===== src/rtl/simon_pkg.sv =====
// Shared types and sizing for the Simon Says sequence player and its helpers.
package simon_pkg;

  localparam int DATA_W    = 6;
  localparam int ADDR_W    = 5;
  localparam int MEM_DEPTH = 1 << ADDR_W;
  localparam int TIMER_W   = 8;

  typedef logic [DATA_W-1:0] symbol_t;
  typedef logic [ADDR_W-1:0] addr_t;

  typedef enum logic [3:0] {
    ST_IDLE,
    ST_P_RD,
    ST_P_WAIT,
    ST_P_SHOW,
    ST_P_GAP,
    ST_C_PRESS,
    ST_C_RD,
    ST_C_WAIT,
    ST_PASS,
    ST_FAIL
  } player_state_e;

endpackage


===== src/rtl/simon_seq_player_hold_timer.sv =====
// Loadable down-counter; done_o is high while the count sits at zero, so a
// load of N-1 gives a window of exactly N cycles.
module hold_timer #(
  parameter int CNT_W = simon_pkg::TIMER_W
) (
  input  logic             clk_i,
  input  logic             rst_i,
  input  logic             load_i,
  input  logic [CNT_W-1:0] value_i,
  output logic             done_o
);

  logic [CNT_W-1:0] cnt_q;

  always_ff @(posedge clk_i) begin
    if (rst_i) begin
      cnt_q <= '0;
    end else if (load_i) begin
      cnt_q <= value_i;
    end else if (cnt_q != '0) begin
      cnt_q <= cnt_q - CNT_W'(1);
    end
  end

  assign done_o = (cnt_q == '0);

endmodule


===== src/rtl/simon_seq_player.sv =====
// Simon Says round controller: reads the stored pattern, shows it symbol by
// symbol, then checks the player's presses against a second read of each entry.
module simon_seq_player #(
  parameter int DATA_W      = simon_pkg::DATA_W,
  parameter int ADDR_W      = simon_pkg::ADDR_W,
  parameter int HOLD_CYCLES = 4,
  parameter int GAP_CYCLES  = 2
) (
  input  logic              clk,
  input  logic              reset,
  input  logic              start,
  input  logic [ADDR_W:0]   seq_len,
  output logic [ADDR_W-1:0] r_ptr,
  output logic              r_en,
  input  logic [DATA_W-1:0] data_Out,
  output logic              show_valid,
  output logic [DATA_W-1:0] show_data,
  output logic              press_ready,
  input  logic              press_valid,
  input  logic [DATA_W-1:0] press_data,
  output logic              busy,
  output logic              pass,
  output logic              fail
);

  import simon_pkg::*;

  localparam logic [TIMER_W-1:0] HOLD_LD = TIMER_W'(HOLD_CYCLES - 1);
  localparam logic [TIMER_W-1:0] GAP_LD  = TIMER_W'(GAP_CYCLES - 1);
  localparam logic [ADDR_W:0]    LEN_MAX = (ADDR_W+1)'(1 << ADDR_W);

  player_state_e      state_q, state_d;
  logic [ADDR_W-1:0]  idx_q, idx_d;
  logic [ADDR_W:0]    len_q, len_d;
  logic [DATA_W-1:0]  show_q, show_d;
  logic [DATA_W-1:0]  press_q, press_d;
  logic               tmr_load;
  logic [TIMER_W-1:0] tmr_value;
  logic               tmr_done;
  logic               last_idx;
  logic               start_ok;

  assign last_idx = ({1'b0, idx_q} == (len_q - (ADDR_W+1)'(1)));
  assign start_ok = start && (seq_len != '0) && (seq_len <= LEN_MAX);

  hold_timer #(.CNT_W(TIMER_W)) u_hold_timer (
    .clk_i   (clk),
    .rst_i   (reset),
    .load_i  (tmr_load),
    .value_i (tmr_value),
    .done_o  (tmr_done)
  );

  always_ff @(posedge clk) begin
    if (reset) begin
      state_q <= ST_IDLE;
      idx_q   <= '0;
      len_q   <= '0;
    end else begin
      state_q <= state_d;
      idx_q   <= idx_d;
      len_q   <= len_d;
    end
  end

  // Symbol and press holding registers carry no reset; show_data is gated
  // by show_valid and press_q is only read after being written.
  always_ff @(posedge clk) begin
    show_q  <= show_d;
    press_q <= press_d;
  end

  always_comb begin
    state_d   = state_q;
    idx_d     = idx_q;
    len_d     = len_q;
    show_d    = show_q;
    press_d   = press_q;
    tmr_load  = 1'b0;
    tmr_value = HOLD_LD;
    case (state_q)
      ST_IDLE: begin
        if (start_ok) begin
          len_d   = seq_len;
          idx_d   = '0;
          state_d = ST_P_RD;
        end
      end
      ST_P_RD:   state_d = ST_P_WAIT;
      ST_P_WAIT: begin
        show_d    = data_Out;
        tmr_load  = 1'b1;
        tmr_value = HOLD_LD;
        state_d   = ST_P_SHOW;
      end
      ST_P_SHOW: begin
        if (tmr_done) begin
          tmr_load  = 1'b1;
          tmr_value = GAP_LD;
          state_d   = ST_P_GAP;
        end
      end
      ST_P_GAP: begin
        if (tmr_done) begin
          if (last_idx) begin
            idx_d   = '0;
            state_d = ST_C_PRESS;
          end else begin
            idx_d   = idx_q + ADDR_W'(1);
            state_d = ST_P_RD;
          end
        end
      end
      ST_C_PRESS: begin
        if (press_valid) begin
          press_d = press_data;
          state_d = ST_C_RD;
        end
      end
      ST_C_RD:   state_d = ST_C_WAIT;
      ST_C_WAIT: begin
        if (data_Out != press_q) begin
          state_d = ST_FAIL;
        end else if (last_idx) begin
          state_d = ST_PASS;
        end else begin
          idx_d   = idx_q + ADDR_W'(1);
          state_d = ST_C_PRESS;
        end
      end
      ST_PASS:  state_d = ST_IDLE;
      ST_FAIL:  state_d = ST_IDLE;
      default:  state_d = ST_IDLE;
    endcase
  end

  always_comb begin
    r_en        = (state_q == ST_P_RD) || (state_q == ST_C_RD);
    r_ptr       = r_en ? idx_q : '0;
    show_valid  = (state_q == ST_P_SHOW);
    show_data   = show_valid ? show_q : '0;
    press_ready = (state_q == ST_C_PRESS);
    busy        = (state_q != ST_IDLE);
    pass        = (state_q == ST_PASS);
    fail        = (state_q == ST_FAIL);
  end

endmodule


===== config.mk =====
export PLATFORM = sky130hd
export DESIGN_NAME = simon_seq_player
export DESIGN_NICKNAME = d
export VERILOG_FILES = /design/src/rtl/simon_pkg.sv /design/src/rtl/simon_seq_player_hold_timer.sv /design/src/rtl/simon_seq_player.sv
export SDC_FILE = /design/constraint.sdc
export NUM_CORES = 1
export LEC_CHECK = 0
export ABC_AREA = 0
export CAP_MARGIN = 20
export CORE_ASPECT_RATIO = 0.5
export CORE_MARGIN = 5
export CORE_UTILIZATION = 40
export DETAILED_ROUTE_END_ITERATION = 10
export DONT_BUFFER_PORTS = 1
export RECOVER_POWER = 50
export SYNTH_ARGS = -nofsm -noshare
export SYNTH_HDL_FRONTEND = slang
export SYNTH_SLANG_ARGS = --single-unit

===== constraint.sdc =====
create_clock -name clk -period 2.6 [get_ports clk]
set_input_delay 0.52 -clock clk [delete_from_list [all_inputs] [get_ports clk]]
set_output_delay 0.52 -clock clk [all_outputs]
set_load 0.05 [all_outputs]

---- After elaboration in Yosys (flattened, before gate mapping) ----
Cells that the tools add are included.
word-level totals
  flip-flop bits (word level) ............. 35
  latch bits .............................. 0
  bits in writable memories ............... 0
  ROM bits ................................ 0
  bits of input ports ..................... 22
  output and inout port bits .............. 17
  logic and storage cells ................. 63
  memories ................................ 0
cells by class
  $add $sub $neg .......................... 3
  multiply operators ...................... 0
  div/mod/pow operators ................... 0
  magnitude comparators ................... 1
  equal/unequal tests ..................... 17
  shift operators ......................... 0
  multiplexer cells ....................... 22
  bitwise operators ....................... 0
  reduce and logical (&&, ||, !) cells .... 14
operators with widths
  cell                                                                      count
  4-bit one-hot mux with 8 select lines                                     1
  5-bit 2-to-1 mux                                                          6
  4-bit 2-to-1 mux                                                          6
  4-bit by 3-bit equality test with 1-bit output (second input constant)    4
  8-bit 2-to-1 mux                                                          2
  5-bit one-hot mux with 3 select lines                                     1
  4-bit by 2-bit equality test with 1-bit output (second input constant)    2
  4-bit equality test (second input constant)                               2
  8-bit zero test                                                           1
  2-bit inequality test (second input constant)                             4
  8-bit nonzero test                                                        1
  8-bit by 1-bit subtractor with 8-bit output (second input constant)       1
  5-bit by 6-bit equality test with 1-bit output                            1
  6-bit <= comparator (second input constant)                               1
  6-bit 2-to-1 mux                                                          1
  6-bit inequality test                                                     1
  6-bit nonzero test                                                        1
  6-bit by 1-bit subtractor with 6-bit output (second input constant)       1
  5-bit by 1-bit adder with 5-bit output (second input constant)            1
  5-bit AND reduction                                                       1
  4-bit by 1-bit equality test with 1-bit output (second input constant)    1
  4-bit zero test                                                           1
  2-bit 2-to-1 mux                                                          2
  2-bit by 1-bit inequality test with 1-bit output (second input constant)  2
  10 further kinds                                                          12

---- Longest topological paths before layout ----
Gate-level depths: netlist (run 1).
  depth in word-level cells ............... 5
  mapped depth ............................ 9
  depth with buffers taken out ............ 9

---- By module ----
A second synthesis (run 1) with hierarchy kept.
unflattened totals
  cells, all modules ...................... 231
  area, all modules ....................... 2148.3 um2
modules (own cells, without submodules)
  module            times used  cells an instance  area each (um2)  seq. area each (um2)
  simon_seq_player  1           178                1672.9           660.6
  hold_timer        1           53                 475.5            160.2

---- Worst setup path after synthesis (run 1) ----
Ideal clock, no wire load.
  kind .................................... register -> output
  start point ............................. register state_q[3]
  end point ............................... output port show_data[0]
  arrival time ............................ 2.140 ns
  data required time ...................... 2.080 ns
  setup slack ............................. -0.060 ns
  stages on the path, launching flop included .. 7
  buffers on the path ..................... 2
  path through ............................ dfxtp_1 -> buf_4 -> nand2b_1 -> or2_2 -> inv_1 -> clkbuf_1 -> and2_1
between the ends
  longest elaborated chain between the ends .. 2
ends and longest elaborated chain
  item                                            RTL line                 source
  start, declared                                 simon_seq_player.sv:32   player_state_e state_q, state_d;
  start signal, assigned                          simon_seq_player.sv:60   state_q <= state_d;
  4-bit by 2-bit equality test with 1-bit output  simon_seq_player.sv:140  show_valid = (state_q == ST_P_SHOW);
  named net show_valid                            simon_seq_player.sv:16   output logic show_valid,
  6-bit 2-to-1 mux                                simon_seq_player.sv:141  show_data = show_valid ? show_q : '0;
  end, declared                                   simon_seq_player.sv:17   output logic [DATA_W-1:0] show_data,
The timed path passes the listed nets, and every way through them passes these cells.

---- Worst setup path after layout (run 1) ----
  start point ............................. register state_q[2]
  end point ............................... output port show_data[1]
between the ends
  longest elaborated chain between the ends .. 2
ends and longest elaborated chain
  item                                            RTL line
  4-bit by 2-bit equality test with 1-bit output  simon_seq_player.sv:140
  6-bit 2-to-1 mux                                simon_seq_player.sv:141
Every way passes these cells.

==> flow_metrics.tcl, run 1 <==
set metrics [dict create \
    ys_warn_count 0 \
    start_util_pct 42.7 \
    vdd_ir_drop_max_uv 307 \
    period_needed_ns 2.40 \
    place.gp.congestion 0.818 \
    worst_ep_arrival_time_ns 1.88 \
    grt-ovfl-total 0 \
    reg2reg_from "len_q[0]$_SDFFE_PP0P_" \
    instances_no_fill 295 \
    synth_largest_area_cell "dfxtp_1" \
    power_density_nw_per_um2 805 \
    setup_ws_ns 0.205 \
    area_delta_synth_final_pct 19.4 \
    synth_nets 234 \
    ys.flop_type "dfxtp_1" \
    final.setup_skew_ns 0.00582 \
    clk_pin_slew_ns 0.07 \
    layout_common_cells "nor2_1 (26), dfxtp_1 (23), nor3_1 (14)" \
    r2r_cells 9 \
    r2r_end "idx_q[2]$_SDFFE_PP0P_" \
    cts_tree "built" \
    place_area_um2 2230 \
    drt_iter0_drc 51 \
    drt_wl_total_um 4070 \
    track_usage_pct 13.7 \
    whs_endpoint "state_q[2]$_SDFFE_PP0P_" \
    ys_seq_elements 35 \
    dp_hpwl_um 3150 \
    drive_gt1_share_pct 16.6 \
    drtAntennaViolNets 0 \
    crit_required_ns 2.08 \
    worst_slew_pin_slew_ns 0.631 \
    die_area_um2 6440 \
    fin_area_um2 2320 \
    min_period_over_period_pct 92.1 \
    cts_hold_buffers 0 \
    cts_buffers 5 \
    htreeDepth 2 \
    timing.hold.ws_ns 0.297 \
    port_buffers 0 \
    grt_pass1_wl_um 6840 \
    yosysSeqAreaShare_pct 42.2 \
    hold_class "primary input to flip-flop" \
    first_pass_iters 4 \
    vias_per_cell 5.06 \
    post-route-drc-count 0 \
    insertion_delay_ns 0.29 \
    ios 39 \
    setup_viol 0 \
    power.total_mw 1.87 \
    post-place-ws_ns 0.365 \
    rsz0062_at_grt "false" \
    relSlewSlack_pct 57.9 \
    endpoint_kind "primary output" \
    max_freq_mhz 417 \
    hold_viol 0 \
    outcome "completed" \
    post_cts_resized 0 \
    crit_fanout 12 \
    core_um2 4550 \
    p_leak_nw 0.841 \
    async_reset_ff_share_pct 0 \
    min-delay-start "reset" \
    grt_pass1_vias 1433 \
    ctsRootBufferMaster "clkbuf_8" \
    wire_per_inst_um 13.8 \
    min_path_cells 1 \
    clock-sinks 35 \
    antenna_found_initial 0 \
    die_w_um 109 \
    criticalPathCategory "flip-flop to primary output" \
    num_antenna_cells 0 \
    placed_cells 287 \
    synth_edf_count 12 \
    startpoint_type "flip-flop" \
    vias 1494 \
    clock_path_buffers 2 \
    ys_top_cells_by_area "dfxtp_1 (24%), edfxtp_1 (19%), xnor2_1 (5.4%)" \
    postCtsSetupBuffers 0 \
    ys_types 45 \
    num_rows 17 \
    reg2reg_slack_ns 0.35 \
    finish.net_count 253 \
    synth_top_area_share_pct 23.7 \
    slew_viol_final 0 \
    grt_max_degree 20 \
    synth_area_per_cell_um2 9.31 \
    final.setup.tns_ns 0 \
    synth_area_um2 1950 \
    drv_cap 0 \
    die_h_um 59.3 \
    synthCells 209 \
    fin_util_pct 51.0 \
    layout_commonest_cell "nor2_1" \
]
worst max-delay path, cell delays in order (launching register included):
cell,delay [ns]
dfxtp_1,0.43
nand2b_1,0.21
or2_2,0.32
inv_1,0.26
and2_1,0.22
buf_12,0.15
worst max-delay path by stage:
| stage | from | to | slack (ns) | cells after the start |
|---|---|---|---|---|
| after CTS | state_q[2]$_SDFFE_PP0P_ | show_data[1] | 0.21 | 5 |
| final | state_q[2]$_SDFFE_PP0P_ | show_data[1] | 0.20 | 5 |
| after global placement | len_q[0]$_SDFFE_PP0P_ | idx_q[2]$_SDFFE_PP0P_ | 0.46 | 9 |
| after detailed placement | len_q[0]$_SDFFE_PP0P_ | idx_q[2]$_SDFFE_PP0P_ | 0.36 | 9 |
| after global routing | state_q[2]$_SDFFE_PP0P_ | show_data[1] | 0.07 | 5 |
| after floorplan | state_q[2]$_SDFFE_PP0P_ | press_q[0]$_DFFE_PP_ | 0.11 | 4 |
sequential cells by signal, indices dropped and copies added, names as in the netlist:
| register | count |
|---|---|
| len_q | 6 |
| show_q | 6 |
| press_q | 6 |
| u_hold_timer.cnt_q | 8 |
| state_q | 4 |
| idx_q | 5 |
cell usage after synthesis (6+ instances only):
library cell	count
edfxtp_1	12
o21ai_0	6
nor2_1	27
dfxtp_1	23
nor3_1	16
and2_1	12
mux2i_1	7
xor2_1	8
a21oi_1	10
nand2_1	8
inv_1	9
clkbuf_1	6
xnor2_1	12
layout make-up:
type,count,area [um^2]
Fill cell,428,2230
Multi-Input combinational cell,156,1060
Sequential cell,35,821
Timing Repair Buffer,21,214
Tap cell,66,82.6
Clock buffer,5,68.8
Clock inverter,3,38.8
Inverter,9,33.8
power by group:
group	leakage (nW)	internal, mW	switching (mW)
logic	0.489	0.286	0.385
registers	0.296	0.639	0.0775
clock network	0.0556	0.281	0.202
routing by layer:
metal  GRT usage (%)  share of wire, %  wire [um]  vias up
met5               0                 0          0        -
met4            4.32               1.3         51        0
met3            4.46               5.5        226        5
met2            21.2                45       1840       30
met1            18.1                48       1960      688
li1                -                 -          -      771
cells by family after synthesis:
kind of cell	count (synthesis)	share of synthesized area, %
AOI/OAI and AO/OA	34	12.5
adders and majority gates	3	1.93
xor gates and xnor gates	20	9.00
muxes	7	3.60
DFF	35	42.2
and+or+nand+nor	92	27.1
buffers and inverters	18	3.73
No activity file was read; power rests on OpenSTA's default activity.
==> run 2, diff against run 1 <==
--- a/config.mk
+++ b/config.mk
@@ -8,7 +8,7 @@
 export ABC_AREA = 0
 export CAP_MARGIN = 20
 export CORE_ASPECT_RATIO = 0.5
-export CORE_MARGIN = 5
+export CORE_MARGIN = 2
 export CORE_UTILIZATION = 40
 export DETAILED_ROUTE_END_ITERATION = 10
 export DONT_BUFFER_PORTS = 1
==> run 2 against run 1 <==
Net effect: utilization shrank 0.53 points; worst hold slack got worse by 0.0057 ns; global-route usage up 0.72 points; clock power fell by 24%; total power shrank 6.6%; first-iteration DRC count is 2.0% lower; non-clock buffer count down 1; sequential cell count did not move; clock skew about the same; final cell count down 0.34%; sequential power increased by 1%; largest power group unchanged; highest routed layer unchanged.
==> flow_metrics.tcl, run 2 (synthesis results as in run 1) <==
set metrics [dict create \
    startpoint_type "flip-flop" \
    criticalPathCategory "flip-flop to primary output" \
    grt_pass1_wl_um 5890 \
    path_buf_inv 2 \
    cp_cell_sequence "nand2b_1, or2_2, inv_1, and2_1, buf_12" \
    first_pass_iters 4 \
    drt_wl_total_um 3720 \
    num_antenna_cells 0 \
    min_period_over_period_pct 91.6 \
    gr-usage-met3_pct 5.28 \
    placed_cells 286 \
    die_w_um 103 \
    period_needed_ns 2.38 \
    cts_tree "built" \
    power_density_nw_per_um2 763 \
    switching_power_mw 0.642 \
    worst_ep_arrival_time_ns 1.86 \
    hold_class "primary input to flip-flop" \
    cts_buffers 5 \
    outcome "completed" \
    worst_slew_pin_slew_ns 0.622 \
    relSlewSlack_pct 58.6 \
    post-place-ws_ns 0.364 \
    wire_per_inst_um 12.7 \
    grt_pass1_vias 1319 \
    endpoint_kind "primary output" \
    final.setup_skew_ns 0.00543 \
    place.gp.congestion 0.805 \
    swShare_pct 36.7 \
    core_um2 4530 \
    dp_hpwl_um 2930 \
    slowest_stage "dfxtp_1" \
    area_delta_synth_final_pct 17.6 \
    track_usage_pct 14.4 \
    ios 39 \
    top_usage_layer "met2" \
    clock_path_buffers 2 \
    top_register "u_hold_timer.cnt_q" \
    drv_cap 0 \
    r2r_end "idx_q[2]$_SDFFE_PP0P_" \
    cp_top_family "simple AND/OR/NAND/NOR gates" \
    insertion_delay_ns 0.28 \
    clk_pin_slew_ns 0.07 \
    reg2reg_slack_ns 0.35 \
    min-delay-start "reset" \
    vdd_ir_drop_max_uv 307 \
    r2r_cells 9 \
    crit_required_ns 2.08 \
    hold_viol 0 \
    grt_max_degree 20 \
    postCtsSetupBuffers 0 \
    fin_area_um2 2290 \
    layout_commonest_cell "nor2_1" \
    seq_power_share_pct 41.5 \
    htreeDepth 2 \
    die_area_um2 5470 \
    layout_common_cells "nor2_1 (26), dfxtp_1 (22), nor3_1 (15)" \
    vias_per_cell 5.10 \
    instances_no_fill 294 \
    clock-sinks 35 \
    drtAntennaViolNets 0 \
    final.setup.tns_ns 0 \
    finish.net_count 252 \
    grt-ovfl-total 0 \
    reg2reg_from "len_q[0]$_SDFFE_PP0P_" \
    power_frac_comb_pct 37.5 \
    use_met1_pct 19.0 \
    p_leak_nw 0.824 \
    power.share.clock_pct 21.0 \
    antenna_found_initial 0 \
    slew_viol_final 0 \
    timing.hold.ws_ns 0.291 \
    drive_gt1_share_pct 16.7 \
    post-route-drc-count 0 \
    largest_register_ffs 8 \
    vias 1498 \
    crit_fanout 12 \
    place_area_um2 2220 \
    die_h_um 53.3 \
    max_stage_delay_ns 0.42 \
    fin_util_pct 50.5 \
    grt_use_met2_pct 22.1 \
    start_util_pct 42.9 \
    ctsRootBufferMaster "clkbuf_8" \
    setup_viol 0 \
    drt_iter0_drc 50 \
    rsz0062_at_grt "false" \
    num_rows 17 \
    max_freq_mhz 420 \
    power.total_mw 1.75 \
    fillers 451 \
    setup_ws_ns 0.219 \
    whs_endpoint "state_q[1]$_SDFFE_PP0P_" \
    min_path_cells 1 \
    port_buffers 0 \
    p_int_mw 1.10 \
]
==> run 2: cell types whose count changed in the layout (fill, tap and decap cells not counted), sizes merged <==
| cell | delta |
|---|---|
| buf | -1 |
| clkinv | +1 |
| bufinv | -1 |
==> run 2: what timing repair did <==
item                                    in CTS  in global routing
endpoints found under the setup margin       0                  1
endpoints found under the hold margin        0                  0
gates resized for setup                      0                  1
hold buffers                                 0                  0
==> run 2: final cells by class <==
type,instances,area [um^2],area share (%)
tap,66,82.6,3.61
clock inverter,3,15.0,0.656
clock buffer,5,68.8,3.01
inverter,9,33.8,1.48
sequential,35,822,35.9
multi-input combinational,156,1060,46.3
timing repair buffer,20,206,9.02
==> run 2: how the worst max path moves through the flow <==
stage	startpoint	to	slack [ns]	depth (start not counted)
floorplan	state_q[2]$_SDFFE_PP0P_	press_q[0]$_DFFE_PP_	0.11	4
global placement	len_q[0]$_SDFFE_PP0P_	idx_q[2]$_SDFFE_PP0P_	0.45	9
detailed placement	len_q[0]$_SDFFE_PP0P_	idx_q[2]$_SDFFE_PP0P_	0.36	9
CTS	state_q[1]$_SDFFE_PP0P_	show_data[1]	0.14	5
global route	state_q[2]$_SDFFE_PP0P_	show_data[5]	0.11	5
finish	state_q[2]$_SDFFE_PP0P_	show_data[1]	0.22	5
==> run 2: metal layers <==
| metal | vias up | share of wire (%) |
|---|---|---|
| met2 | 42 | 45 |
| met4 | 0 | 0.43 |
| met5 | - | 0 |
| met3 | 2 | 6.0 |
| met1 | 688 | 48 |
| li1 | 766 | - |
==> run 2: worst register-to-register path, cell delays in order (launching register included) <==
cell	delay [ns]
dfxtp_1	0.46
inv_1	0.07
ha_1	0.24
and3_1	0.19
o221ai_1	0.18
o31ai_1	0.13
a41oi_2	0.28
o21ai_2	0.16
or3_1	0.33
a21boi_1	0.14
==> run 2: power by group through the flow <==
stage	clock (mW)	combinational, mW	sequential [mW]
after floorplan	0	0.561	0.712
after global placement	0	0.647	0.734
after detailed placement	0	0.658	0.736
after CTS	0.382	0.661	0.724
after global routing	0.413	0.730	0.735
final	0.367	0.654	0.726
==> run 3, diff against run 2 <==
--- a/config.mk
+++ b/config.mk
@@ -5,13 +5,14 @@
 export SDC_FILE = /design/constraint.sdc
 export NUM_CORES = 1
 export LEC_CHECK = 0
-export ABC_AREA = 0
+export ABC_AREA = 1
 export CAP_MARGIN = 20
 export CORE_ASPECT_RATIO = 0.5
 export CORE_MARGIN = 2
 export CORE_UTILIZATION = 40
 export DETAILED_ROUTE_END_ITERATION = 10
 export DONT_BUFFER_PORTS = 1
+export GPL_TIMING_DRIVEN = 0
 export RECOVER_POWER = 50
 export SYNTH_ARGS = -nofsm -noshare
 export SYNTH_HDL_FRONTEND = slang
==> constraint.sdc (replaced) <==
create_clock -name clk -period 2.6 [get_ports clk]
set_input_delay 0.52 -clock clk [delete_from_list [all_inputs] [get_ports clk]]
set_output_delay 0.52 -clock clk [all_outputs]
set_load 0.02 [all_outputs]
==> run 3 against run 2 <==
Net effect: fmax grew 8.5%; utilization decreased by 5.1 points; non-clock buffer count is 19 lower; first-iteration DRC count grew 82%; total power is 4.6% higher; synthesized area grew 6.0%; worst setup slack improved by 0.19 ns; critical path depth stayed put; sequential cell count is the same; via count rose by 11%; critical endpoint is now r_en.
==> flow_metrics.tcl, run 3 <==
set metrics [dict create \
    outcome "completed" \
    grt_pass1_wl_um 6580 \
    die_h_um 54.8 \
    async_reset_ff_share_pct 0 \
    ys.flop_type "dfxtp_1" \
    synth_area_per_cell_um2 7.44 \
    p_int_mw 1.15 \
    clock-sinks 35 \
    post_cts_resized 0 \
    vias_per_cell 4.70 \
    drt_wl_total_um 4010 \
    period_needed_ns 2.20 \
    wire_per_inst_um 11.3 \
    top_register "u_hold_timer.cnt_q" \
    num_antenna_cells 0 \
    layout_commonest_cell "nand2_1" \
    swShare_pct 36.9 \
    ctsRootBufferMaster "clkbuf_8" \
    seq_power_share_pct 38.9 \
    endpoint_kind "primary output" \
    grt-ovfl-total 0 \
    vias 1667 \
    relSlewSlack_pct 57.0 \
    p_leak_nw 1.01 \
    largest_register_ffs 8 \
    slew_viol_final 0 \
    post-route-drc-count 0 \
    track_usage_pct 14.8 \
    synthCells 277 \
    ys_types 26 \
    power.total_mw 1.83 \
    power_density_nw_per_um2 812 \
    synth_area_um2 2060 \
    drt_iter0_drc 91 \
    start_util_pct 41.6 \
    finish.net_count 309 \
    final.setup_skew_ns 0.00914 \
    cts_buffers 5 \
    insertion_delay_ns 0.29 \
    worst_ep_arrival_time_ns 1.68 \
    synth_top_area_share_pct 22.3 \
    hold_viol 0 \
    crit_fanout 6 \
    die_area_um2 5780 \
    layout_common_cells "nand2_1 (56), nor2_1 (41), inv_1 (38)" \
    hold_class "primary input to flip-flop" \
    cts_tree "built" \
    num_rows 18 \
    drv_cap 0 \
    yosysSeqAreaShare_pct 39.8 \
    area_delta_synth_final_pct 9.10 \
    crit_required_ns 2.08 \
    ios 39 \
    max_freq_mhz 455 \
    synth_most_common_cell "nand2_1" \
    port_buffers 0 \
    synth_nets 302 \
    timing.hold.ws_ns 0.319 \
    synth_common_cells "nand2_1 (56), nor2_1 (38), inv_1 (37)" \
    final.setup.tns_ns 0 \
    vdd_ir_drop_max_uv 304 \
    setup_viol 0 \
    cts_hold_buffers 0 \
    startpoint_type "flip-flop" \
    antenna_found_initial 0 \
    cp_cell_sequence "inv_1, nand2_1, nor2_1, a21oi_1, inv_1" \
    place.gp.congestion 0.772 \
    grt_pass1_vias 1508 \
    switching_power_mw 0.673 \
    worst_slew_pin_slew_ns 0.640 \
    drtAntennaViolNets 0 \
    die_w_um 106 \
    max_stage_delay_ns 0.47 \
    clk_pin_slew_ns 0.08 \
    slowest_stage "a21oi_1" \
    drive_gt1_share_pct 15.1 \
    min_period_over_period_pct 84.4 \
    core_um2 4950 \
    grt_max_degree 14 \
    power_frac_comb_pct 33.1 \
    synth_largest_area_cell "dfxtp_1" \
    ys_warn_count 0 \
    ys_seq_elements 35 \
    ys_top_cells_by_area "dfxtp_1 (22%), edfxtp_1 (17%), nand2_1 (10%)" \
    power.share.clock_pct 27.9 \
    rsz0062_at_grt "false" \
    clock_path_buffers 2 \
    first_pass_iters 4 \
    synth_edf_count 12 \
    htreeDepth 2 \
    criticalPathCategory "flip-flop to primary output" \
    dp_hpwl_um 3160 \
    postCtsSetupBuffers 0 \
    cp_common_cell "inv_1" \
]
==> run 3: power groups by stage <==
stage          Clock, mW  Combinational, mW  Sequential, mW
2_1_floorplan          0              0.521           0.708
3_3_place_gp           0              0.592           0.718
3_5_place_dp           0              0.612           0.721
4_1_cts            0.521              0.616           0.710
5_1_grt            0.541              0.684           0.720
6_report           0.510              0.606           0.711
==> run 3: per-stage QoR <==
stage	std cells	instance area (um^2)	utilization, %	worst slack [ns]
global placement	347	2150	43.4	0.692
CTS	355	2270	45.7	0.375
global route	355	2250	45.4	0.235
detailed placement	347	2150	43.4	0.703
floorplan	277	2060	-	0.962
finish	355	2250	45.4	0.404
==> run 3: area by class of cell <==
cell class	count	area (um^2)
plain buffers	1	3.75
clock inverters	3	47.5
multi-input cells	194	1040
well taps	70	87.6
clock buffers	5	68.8
flip-flops and latches	35	821
inverters	47	176
fillers	516	2710
==> run 3: routing by layer <==
layer,share of wire (%),track usage [%],routed length (um)
met1,49,17.0,1960
met2,47,27.7,1880
met3,3.5,4.29,141
met4,0.90,5.04,36
met5,0,0,0
==> run 3: cell families after synthesis <==
family | after synthesis | share of synthesized area [%]
DFF | 35 | 39.8
and+or+nand+nor | 152 | 37.6
xor gates and xnor gates | 10 | 4.25
buffers and inverters | 48 | 8.74
adders and majority gates | 3 | 1.82
AOI/OAI and AO/OA | 29 | 7.83
==> run 3: path summary, 6_finish.rpt <==
| path | from | to | slack [ns] | depth (start not counted) |
|---|---|---|---|---|
| setup / recovery | state_q[0]$_SDFFE_PP0P_ | r_en | 0.40 | 5 |
| hold / removal | press_data[1] | press_q[1]$_DFFE_PP_ | 0.32 | 0 |
| setup reg to reg | len_q[0]$_SDFFE_PP0P_ | idx_q[3]$_SDFFE_PP0P_ | 0.74 | 12 |
| hold reg to reg | len_q[5]$_SDFFE_PP0P_ | len_q[5]$_SDFFE_PP0P_ | 0.49 | 2 |
==> run 3: worst max-delay path, delay by kind of cell, from the launching register on <==
family | cells | cell delay, ns
buffers and inverters | 2 | 0.32
AND/OR/NAND/NOR | 2 | 0.16
AO/OA/AOI/OAI | 1 | 0.47
flip-flops | 1 | 0.43
